<file path="src/rtl/rf_pkg.sv">
// Shared register-file types: address/data widths and the writeback request
// record used by the write-port arbiter, the RegFile wrapper and the issue stage.
package rf_pkg;

   localparam int RF_AW   = 5;
   localparam int RF_DW   = 32;
   localparam int RF_NREG = 32;

   typedef logic [RF_AW-1:0] rf_addr_t;
   typedef logic [RF_DW-1:0] rf_data_t;

   typedef struct packed {
      logic     valid;
      rf_addr_t addr;
      rf_data_t data;
   } wb_req_t;

endpackage

</file>
<file path="src/rtl/rf_wb_arbiter_if.sv">
// Bus between writeback requesters / issue logic (master) and the register-file
// write-port arbiter (slave), including the scoreboard and pointer debug view.
interface rf_wb_arbiter_if
   import rf_pkg::*;
#(
   parameter int NREQ = 3,
   parameter int AW   = RF_AW,
   parameter int DW   = RF_DW
);
   localparam int PW = (NREQ > 1) ? $clog2(NREQ) : 1;

   // Handshake: requester i transfers in a cycle where req_valid[i] & req_ready[i].
   // req_ready is combinational and one-hot; a waiting requester keeps addr/data
   // stable until granted, and may drop valid without committing anything.
   logic [NREQ-1:0]    req_valid;
   logic [NREQ*AW-1:0] req_addr;
   logic [NREQ*DW-1:0] req_data;
   logic [NREQ-1:0]    req_ready;

   logic               rf_we;
   logic [AW-1:0]      rf_waddr;
   logic [DW-1:0]      rf_wdata;

   logic               sb_set;
   logic [AW-1:0]      sb_addr;
   logic [2**AW-1:0]   busy;

   logic [PW-1:0]      dbg_ptr;

   modport master (
      output req_valid, req_addr, req_data, sb_set, sb_addr,
      input  req_ready, rf_we, rf_waddr, rf_wdata, busy, dbg_ptr
   );

   modport slave (
      input  req_valid, req_addr, req_data, sb_set, sb_addr,
      output req_ready, rf_we, rf_waddr, rf_wdata, busy, dbg_ptr
   );

endinterface

</file>
<file path="src/rtl/rf_wb_arbiter_rr_arbiter.sv">
// One-hot grant generator: round-robin with a rotating pointer by default,
// fixed lowest-index priority when RFARB_FIXED_PRIO_EN is defined.
module rr_arbiter #(
   parameter  int NREQ = 3,
   localparam int PW   = (NREQ > 1) ? $clog2(NREQ) : 1
) (
   input  logic            clk,
   input  logic            rst,
   input  logic [NREQ-1:0] req,
   input  logic            advance,
   output logic [NREQ-1:0] grant,
   output logic [PW-1:0]   ptr
);

   logic [NREQ-1:0] raw;

`ifdef RFARB_FIXED_PRIO_EN
   // Descending scan so the lowest valid index is the last (winning) assignment.
   always_comb begin
      raw = '0;
      for (int i = NREQ - 1; i >= 0; i--) begin
         if (req[i]) begin
            raw    = '0;
            raw[i] = 1'b1;
         end
      end
   end

   assign ptr = '0;

   logic unused_fixed;
   assign unused_fixed = ^{clk, advance};
`else
   logic [PW-1:0] ptr_q;
   logic [PW-1:0] ptr_d;
   logic [PW-1:0] gidx;

   // Scan offsets from far to near so the index closest to ptr wins.
   always_comb begin
      raw  = '0;
      gidx = ptr_q;
      for (int k = NREQ - 1; k >= 0; k--) begin
         if (req[(int'(ptr_q) + k) % NREQ]) begin
            raw                             = '0;
            raw[(int'(ptr_q) + k) % NREQ]   = 1'b1;
            gidx                            = PW'((int'(ptr_q) + k) % NREQ);
         end
      end
   end

   always_comb begin
      ptr_d = ptr_q;
      if (advance) begin
         ptr_d = (int'(gidx) == NREQ - 1) ? '0 : gidx + PW'(1);
      end
   end

   always_ff @(posedge clk or posedge rst) begin
      if (rst) ptr_q <= '0;
      else     ptr_q <= ptr_d;
   end

   assign ptr = ptr_q;
`endif

   assign grant = rst ? '0 : raw;

endmodule

</file>
<file path="src/rtl/rf_wb_arbiter.sv">
// Register-file write-port arbiter with registered write stage and pending-write
// scoreboard. Define RFARB_FIXED_PRIO_EN for fixed priority instead of round-robin.
module rf_wb_arbiter
   import rf_pkg::*;
#(
   parameter int NREQ = 3,
   parameter int AW   = RF_AW,
   parameter int DW   = RF_DW
) (
   input  logic          clk,
   input  logic          rst,
   rf_wb_arbiter_if.slave bus
);

   localparam int NB = 2**AW;

   logic [NREQ-1:0] grant;
   logic            xfer;
   logic [AW-1:0]   g_addr;
   logic [DW-1:0]   g_data;

   logic            we_q;
   logic [AW-1:0]   waddr_q;
   logic [DW-1:0]   wdata_q;
   logic [NB-1:0]   busy_q;

   rr_arbiter #(.NREQ(NREQ)) u_arb (
      .clk     (clk),
      .rst     (rst),
      .req     (bus.req_valid),
      .advance (xfer),
      .grant   (grant),
      .ptr     (bus.dbg_ptr)
   );

   assign bus.req_ready = grant;
   assign xfer          = |(bus.req_valid & grant);

   always_comb begin
      g_addr = '0;
      g_data = '0;
      for (int i = 0; i < NREQ; i++) begin
         if (grant[i]) begin
            g_addr = bus.req_addr[i*AW +: AW];
            g_data = bus.req_data[i*DW +: DW];
         end
      end
   end

   // A granted write to $0 is consumed here so the register file never sees it.
   always_ff @(posedge clk or posedge rst) begin
      if (rst) begin
         we_q    <= 1'b0;
         waddr_q <= '0;
         wdata_q <= '0;
      end else if (xfer) begin
         we_q    <= (g_addr != '0);
         waddr_q <= g_addr;
         wdata_q <= g_data;
      end else begin
         we_q    <= 1'b0;
      end
   end

   // A fresh claim beats the retiring write to the same register.
   always_ff @(posedge clk or posedge rst) begin
      if (rst) begin
         busy_q <= '0;
      end else begin
         for (int a = 1; a < NB; a++) begin
            if (bus.sb_set && bus.sb_addr == AW'(a))  busy_q[a] <= 1'b1;
            else if (we_q && waddr_q == AW'(a))      busy_q[a] <= 1'b0;
         end
      end
   end

   assign bus.rf_we    = we_q;
   assign bus.rf_waddr = waddr_q;
   assign bus.rf_wdata = wdata_q;
   assign bus.busy     = busy_q;

endmodule

</file>
<file path="src/flat_wrapper.sv">
// flat-port wrapper written by rule: the top's interface ports become plain ports
module rf_wb_arbiter_flat import rf_pkg::*;
#(
   parameter int NREQ = 3,
   parameter int AW   = RF_AW,
   parameter int DW   = RF_DW
)
  (clk, rst, bus_req_valid, bus_req_addr, bus_req_data, bus_sb_set, bus_sb_addr, bus_req_ready, bus_rf_we, bus_rf_waddr, bus_rf_wdata, bus_busy, bus_dbg_ptr);
  rf_wb_arbiter_if #(.NREQ(NREQ), .AW(AW), .DW(DW)) bus_i ();
  input  logic clk;
  input  logic rst;
  input wire logic [$bits(bus_i.req_valid)-1:0] bus_req_valid;
  input wire logic [$bits(bus_i.req_addr)-1:0] bus_req_addr;
  input wire logic [$bits(bus_i.req_data)-1:0] bus_req_data;
  input wire logic [$bits(bus_i.sb_set)-1:0] bus_sb_set;
  input wire logic [$bits(bus_i.sb_addr)-1:0] bus_sb_addr;
  output wire logic [$bits(bus_i.req_ready)-1:0] bus_req_ready;
  output wire logic [$bits(bus_i.rf_we)-1:0] bus_rf_we;
  output wire logic [$bits(bus_i.rf_waddr)-1:0] bus_rf_waddr;
  output wire logic [$bits(bus_i.rf_wdata)-1:0] bus_rf_wdata;
  output wire logic [$bits(bus_i.busy)-1:0] bus_busy;
  output wire logic [$bits(bus_i.dbg_ptr)-1:0] bus_dbg_ptr;
  assign bus_i.req_valid = bus_req_valid;
  assign bus_i.req_addr = bus_req_addr;
  assign bus_i.req_data = bus_req_data;
  assign bus_i.sb_set = bus_sb_set;
  assign bus_i.sb_addr = bus_sb_addr;
  assign bus_req_ready = bus_i.req_ready;
  assign bus_rf_we = bus_i.rf_we;
  assign bus_rf_waddr = bus_i.rf_waddr;
  assign bus_rf_wdata = bus_i.rf_wdata;
  assign bus_busy = bus_i.busy;
  assign bus_dbg_ptr = bus_i.dbg_ptr;
  rf_wb_arbiter #(.NREQ(NREQ), .AW(AW), .DW(DW)) u_core (.clk(clk), .rst(rst), .bus(bus_i));
endmodule
</file>
<file path="config.mk">
export PLATFORM = sky130hd
export DESIGN_NAME = rf_wb_arbiter_flat
export DESIGN_NICKNAME = d
export VERILOG_FILES = /design/src/rtl/rf_pkg.sv /design/src/rtl/rf_wb_arbiter_if.sv /design/src/rtl/rf_wb_arbiter_rr_arbiter.sv /design/src/rtl/rf_wb_arbiter.sv /design/src/flat_wrapper.sv
export SDC_FILE = /design/constraint.sdc
export NUM_CORES = 1
export LEC_CHECK = 0
export ABC_CLOCK_PERIOD_IN_PS = 3850
export CAP_MARGIN = 15
export CORE_MARGIN = 4
export CORE_UTILIZATION = 40
export CTS_BUF_LIST = sky130_fd_sc_hd__clkbuf_4 sky130_fd_sc_hd__clkbuf_8
export CTS_CLUSTER_SIZE = 30
export DETAILED_ROUTE_END_ITERATION = 12
export GPL_TIMING_DRIVEN = 1
export PLACE_DENSITY = 0.86
export SLEW_MARGIN = 20
export SYNTH_ARGS = -nofsm -noshare
export SYNTH_HDL_FRONTEND = slang
export SYNTH_SLANG_ARGS = --single-unit
export TNS_END_PERCENT = 30
</file>
<file path="constraint.sdc">
create_clock -name clk -period 3.85 [get_ports clk]
set_input_delay 0.5775 -clock clk [delete_from_list [all_inputs] [get_ports clk]]
set_output_delay 0.5775 -clock clk [all_outputs]
set_load 0.02 [all_outputs]
</file>
[Word level (Yosys, flattened, before mapping)]
Index checks and enable logic that the tools add are counted.
Storage, ports and cells
  register bits: 71
  ROM bits: 0
  memories kept: 0
  input bits: 122
  bits in latches: 0
  bits in writable memories: 0
Operators by class
  shifts and indexed selects: 0
  multiply operators: 0
  $add $sub $neg: 3
  eq/ne operators: 63
  multiplexer cells: 92
  div/mod/pow operators: 3
  bitwise gates (word level): 1
  $lt $le $gt $ge: 6
  reduce and logical (&&, ||, !) cells: 98
Operators by type and width (number)
  $eq 5x5->1 const B: 32
  $ge 32x1->1 const B: 3
  $lt 32x4->1 const B: 3
  $mux 32: 3
  $eq 5x4->1 const B: 16
  $mux 1: 72
  $logic_and 1x1->1: 65
  $mod 32x3->32 const B: 2
  $reduce_bool 2->1: 31
  $eq 5x3->1 const B: 8
  $mod 3x3->32 const B: 1
  $eq 5x2->1 const B: 4
  $mux 5: 3
  $mux 3: 4
  $eq 5x1->1 const B: 2
  $mux 2: 4
  $bmux 1 s2: 3
  $demux 1 s2: 3
  $reduce_bool 5->1: 1
  $add 2x1->3 const B: 1
  $add 2x2->3 const B: 1
  $and 3x3->3: 1
  $reduce_or 3->1: 1
  $add 2x1->2 const B: 1
  $eq 2x2->1 const B: 1

[Depth between registers and ports, before layout]
  depth after elaboration: 15
  depth in mapped cells: 12
  depth with buffers taken out: 9

[Hierarchy]
Synthesis repeated with hierarchy kept, for this count alone.
Unflattened totals
  cell total of the unflattened synthesis: 399
  area total of the unflattened synthesis: 3634.7 µm²
Modules (own cells, without submodules)
  rf_wb_arbiter: area each 3243.1 µm², instances 1, sequential area each 1726.7 µm², cells each 347
  rr_arbiter: area each 391.6 µm², instances 1, sequential area each 50.0 µm², cells each 52

[Worst setup path before layout]
Ideal clock, no wire load.
  path kind: input-to-output
  from: input rst
  to: output bus_req_ready[2]
  slack: 0.226 ns
  cell stages on the path: 5
  data arrival time: 3.046 ns
  path through: inv_1 > o21a_1 > o21ai_0 > o31ai_2 > clkbuf_1
Between the ends
  word-level cells in the longest chain between the ends: 1
RTL lines
  start: declaration: RTL line flat_wrapper.sv:11  | input logic rst;
  $mux 3: RTL line rf_wb_arbiter_rr_arbiter.sv:66  | assign grant = rst ? '0 : raw;
  end: declaration: RTL line flat_wrapper.sv:17  | output wire logic [$bits(bus_i.req_ready)-1:0] bus_req_ready;
Every way passes these cells.

[Worst setup path after layout]
  from: register u_core.u_arb.ptr_q[0], in the netlist u_core.u_arb.ptr[0]
  to: output bus_req_ready[2]
Between the ends
  word-level cells in the longest chain between the ends: 10
  elaborated cells between the ends (all ways): 33
RTL lines
  start: declaration: RTL line rf_wb_arbiter_rr_arbiter.sv:34  | logic [PW-1:0] ptr_q;
  start signal: assignment: RTL line rf_wb_arbiter_rr_arbiter.sv:60  | else ptr_q <= ptr_d;
  $add 2x2->3: RTL line rf_wb_arbiter_rr_arbiter.sv:43, rf_wb_arbiter_rr_arbiter.sv:45
  $mod 32x3->32: RTL line rf_wb_arbiter_rr_arbiter.sv:43, rf_wb_arbiter_rr_arbiter.sv:45
  $ge 32x1->1 (implied by the code) / $lt 32x4->1 (equally long branches): RTL line rf_wb_arbiter_rr_arbiter.sv:45  | raw[(int'(ptr_q) + k) % NREQ] = 1'b1;
  $logic_and 1x1->1 (implied by the code): RTL line rf_wb_arbiter_rr_arbiter.sv:45
  $mux 1 (implied by the code): RTL line rf_wb_arbiter_rr_arbiter.sv:45
  $demux 1 s2: RTL line rf_wb_arbiter_rr_arbiter.sv:45
  $mux 3 (2 in a row): RTL line rf_wb_arbiter_rr_arbiter.sv:43  | if (req[(int'(ptr_q) + k) % NREQ]) begin
  $mux 3 (*): RTL line rf_wb_arbiter_rr_arbiter.sv:43
  $mux 3 (*): RTL line rf_wb_arbiter_rr_arbiter.sv:66
Mark *: on every way between the ends. The rest lies on a longest branch, timed or not. The select of a mux whose other input is x is not followed.

==> results.yml <==
setup_path:
  r2r-start: "u_core.u_arb.ptr[0]$_DFFE_PP0P_"
  cp-end-kind: "output port"
  worstSetupStartpoint: "u_core.u_arb.ptr[0]$_DFFE_PP0P_"
  cp.required_ns: 3.27
  crit_slowest_cell: "clkdlybuf4s50_1"
  critical_path_arrival_ns: 3.08
  slowest_delay_ns: 0.66
  crit_type: "flop to output port"
  crit_buf_inv: 2
  critPathTopFamily: "compound AO/OA/AOI/OAI gates"
  path_cells: "inv_1 -> ha_1 -> nand2b_1 -> a221oi_1 -> o21ai_0 -> o31ai_4 -> clkdlybuf4s50_1"
  crit_fanout: 13
  start_kind: "flop"
logic_synthesis:
  ys_async_sr_fraction_pct: 100
  yosysWarnings: 1
  ys_seq_area_share_pct: 45.4
  post-synth-top-count-cell: "dfrtp_1"
  synth.distinct_cells: 44
  synth_area_per_cell_um2: 9.43
  ys.flop_type: "dfrtp_1"
  synth_area_leaders: "dfrtp_1 (45%), o21ai_0 (8.7%), a221oi_1 (7.8%)"
  syn_area_mm2: 0.00391
  yosys.area.top_type: "dfrtp_1"
  ys_ff_latch: 71
  netlist_instances: 415
  synth_edf_count: 0
  syn_nets: 541
  yosys.area.top_type_share_pct: 45.4
  synth_common_cells: "dfrtp_1 (71), o21ai_0 (68), nand2_1 (47)"
grt:
  grt.overflow.total: 0
  use_met3_pct: 6.14
  top_usage_layer: "met2"
  use_met1_pct: 25.5
  grt_max_degree: 52
  grt_pass1_wl_um: 20300
  grt_pass1_vias: 4105
  grt_util_all_layers_pct: 22.5
  antenna_found_initial: 0
  use_met2_pct: 38.8
cells_and_area:
  drive_gt1_share_pct: 6.10
  num_antenna_cells: 0
  fillers: 814
  nNetsFinal: 728
  areaGrowthSynthToFinish_pct: 59.0
detailed_routing:
  drtIter0Drc: 219
  ant_nets: 0
  via_per_inst: 5.60
  first_pass_iters: 5
  drt_drc_violations_left: 0
  drt-wirelength-per-cell_um: 17.8
  vias: 4119
  routed_wl_um: 13100
timing:
  max_freq_mhz: 273
  period_minus_slack_ns: 3.66
  period_share_pct: 95.1
  setup_violations: 0
  rsz0062_at_grt: "false"
  fin_setup_tns_ns: 0
  finClkSkew_ns: 0.0109
  maxSlewViolCount: 0
  hold_viol_final: 0
  slew_headroom_pct: 58.1
  tightest_slew_ns: 0.629
clocking:
  post_cts_buffers: 0
  clk_pin_slew_ns: 0.08
  clk_path_buf_depth: 2
  post_cts_resized: 0
  h-tree-depth: 3
  cts_tree: "done"
  clock_latency_ns: 0.34
  clock_sinks: 71
  clk_root_buffer_cell: "clkbuf_8"
  cts_hold_buf: 0
  numCtsBuffers: 9
power_and_ir_drop:
  power.density_mw_per_mm2: 669
  p_leak_nw: 2.32
  peakVddDrop_mv: 0.278
  total_power_mw: 4.16
placed_design:
  gp_congestion: 0.923
  port_buffers: 195
  hpwl_um: 10400
die:
  design.die.area_mm2: 0.0114
  initial_core_util_pct: 41.7
  row_count: 35
  die_w_um: 107
  fp.coreArea_mm2: 0.00937
  die_h_um: 107
  io_pins: 197
flow_run:
  max-cap-violations: 0
hold_path:
  holdCritStartpoint: "u_core.bus.rf_wdata[0]$_DFFE_PP0P_"
  worstHoldPathType: "flop to flop"
outcome:
  status: "finished clean"
## report_power, final
group	leakage, nW	switching, mW	internal, mW
Combinational	1.40	1.27	1.08
Clock	0.105	0.296	0.366
Sequential	0.815	0.178	0.974
Total	2.32	1.74	2.42
## through the flow
stage / hold slack, ns / worst slack, ns / util (%) / instance area [µm²] / instances
after floorplan: 0.582 / 0.226 / - / 3910 / 415
after global placement: 0.460 / 0.275 / 64.0 / 6000 / 720
after detailed placement: 0.466 / 0.216 / 64.0 / 6000 / 720
after CTS: 0.484 / 0.218 / 66.4 / 6220 / 736
after global routing: 0.500 / 0.0393 / 66.4 / 6220 / 736
final: 0.482 / 0.190 / 66.4 / 6220 / 736
## cell usage in the layout, fill, tap and decap left out, drive strengths merged, types with 2 or more instances in the layout
cell type | Yosys | final
nor3 | 3 | 3
a21oi | 6 | 6
nand2 | 47 | 47
nand3 | 4 | 4
a221oi | 36 | 36
inv | 8 | 8
or2 | 4 | 4
nor2b | 37 | 37
buf | 18 | 12
a22o | 4 | 4
clkdlybuf4s50 | 0 | 195
clkbuf | 13 | 9
clkinv | 0 | 3
mux2i | 6 | 6
nand3b | 4 | 4
nand2b | 16 | 16
o31ai | 36 | 36
ha | 4 | 4
nor2 | 3 | 3
a211oi | 2 | 2
o21ai | 69 | 69
nand4 | 2 | 2
o21a | 3 | 3
nand4b | 4 | 4
bufinv | 0 | 2
dfrtp | 71 | 71
clkinvlp | 0 | 2
## sequential cells by signal (all words and copies together), names as in the netlist
| register | flops |
|---|---|
| u_core.bus.rf_waddr | 5 |
| u_core.u_arb.ptr | 2 |
| u_core.bus.rf_we | 1 |
| u_core.bus.busy | 31 |
| u_core.bus.rf_wdata | 32 |
## per-layer routing
metal  part of all wire [%]  vias to the layer above
met5                      0                        -
met4                    3.2                        0
met3                    9.0                       33
met2                     50                      224
met1                     38                     1943
li1                       -                     1919
## worst register-to-register path: cells and delay by family (launching register included)
| family | cells | cell delay [ns] |
|---|---|---|
| compound gates | 2 | 0.61 |
| fa+ha+maj | 1 | 0.48 |
| buf+inv | 3 | 0.61 |
| flops | 1 | 0.49 |
| simple gates | 5 | 1.07 |
## kinds of logic after synthesis
family / after synthesis / share of synthesized area, %
muxes: 6 / 1.54
AOI/OAI and AO/OA: 166 / 29.4
adders and majority gates: 4 / 1.28
DFF: 71 / 45.4
other: 1 / 0.0958
buffers and inverters: 39 / 4.60
and+or+nand+nor: 128 / 17.7
## final cells by class
type                       count  area [µm²]  area share, %
sequential                    71        1780           28.6
inverter                       8        30.0          0.483
tap                          129         161           2.59
clock buffer                   9         124           1.99
timing repair buffer         207        2070           33.2
multi-input combinational    305        1960           31.6
clock inverter                 7        97.6           1.57
## worst paths after layout
kind	end	slack [ns]	cells after the start
min reg2reg	u_core.bus.rf_wdata[0]$_DFFE_PP0P_	0.48	2
max in group asynchronous	u_core.bus.busy[23]$_DFFE_PP0P_	2.42	3
max reg2reg	u_core.u_arb.ptr[0]$_DFFE_PP0P_	0.48	11
max	bus_req_ready[2]	0.19	7
min in group asynchronous	u_core.bus.rf_wdata[9]$_DFFE_PP0P_	0.86	3
min	u_core.bus.rf_wdata[0]$_DFFE_PP0P_	0.48	2
(Power assumes the default switching activity.)
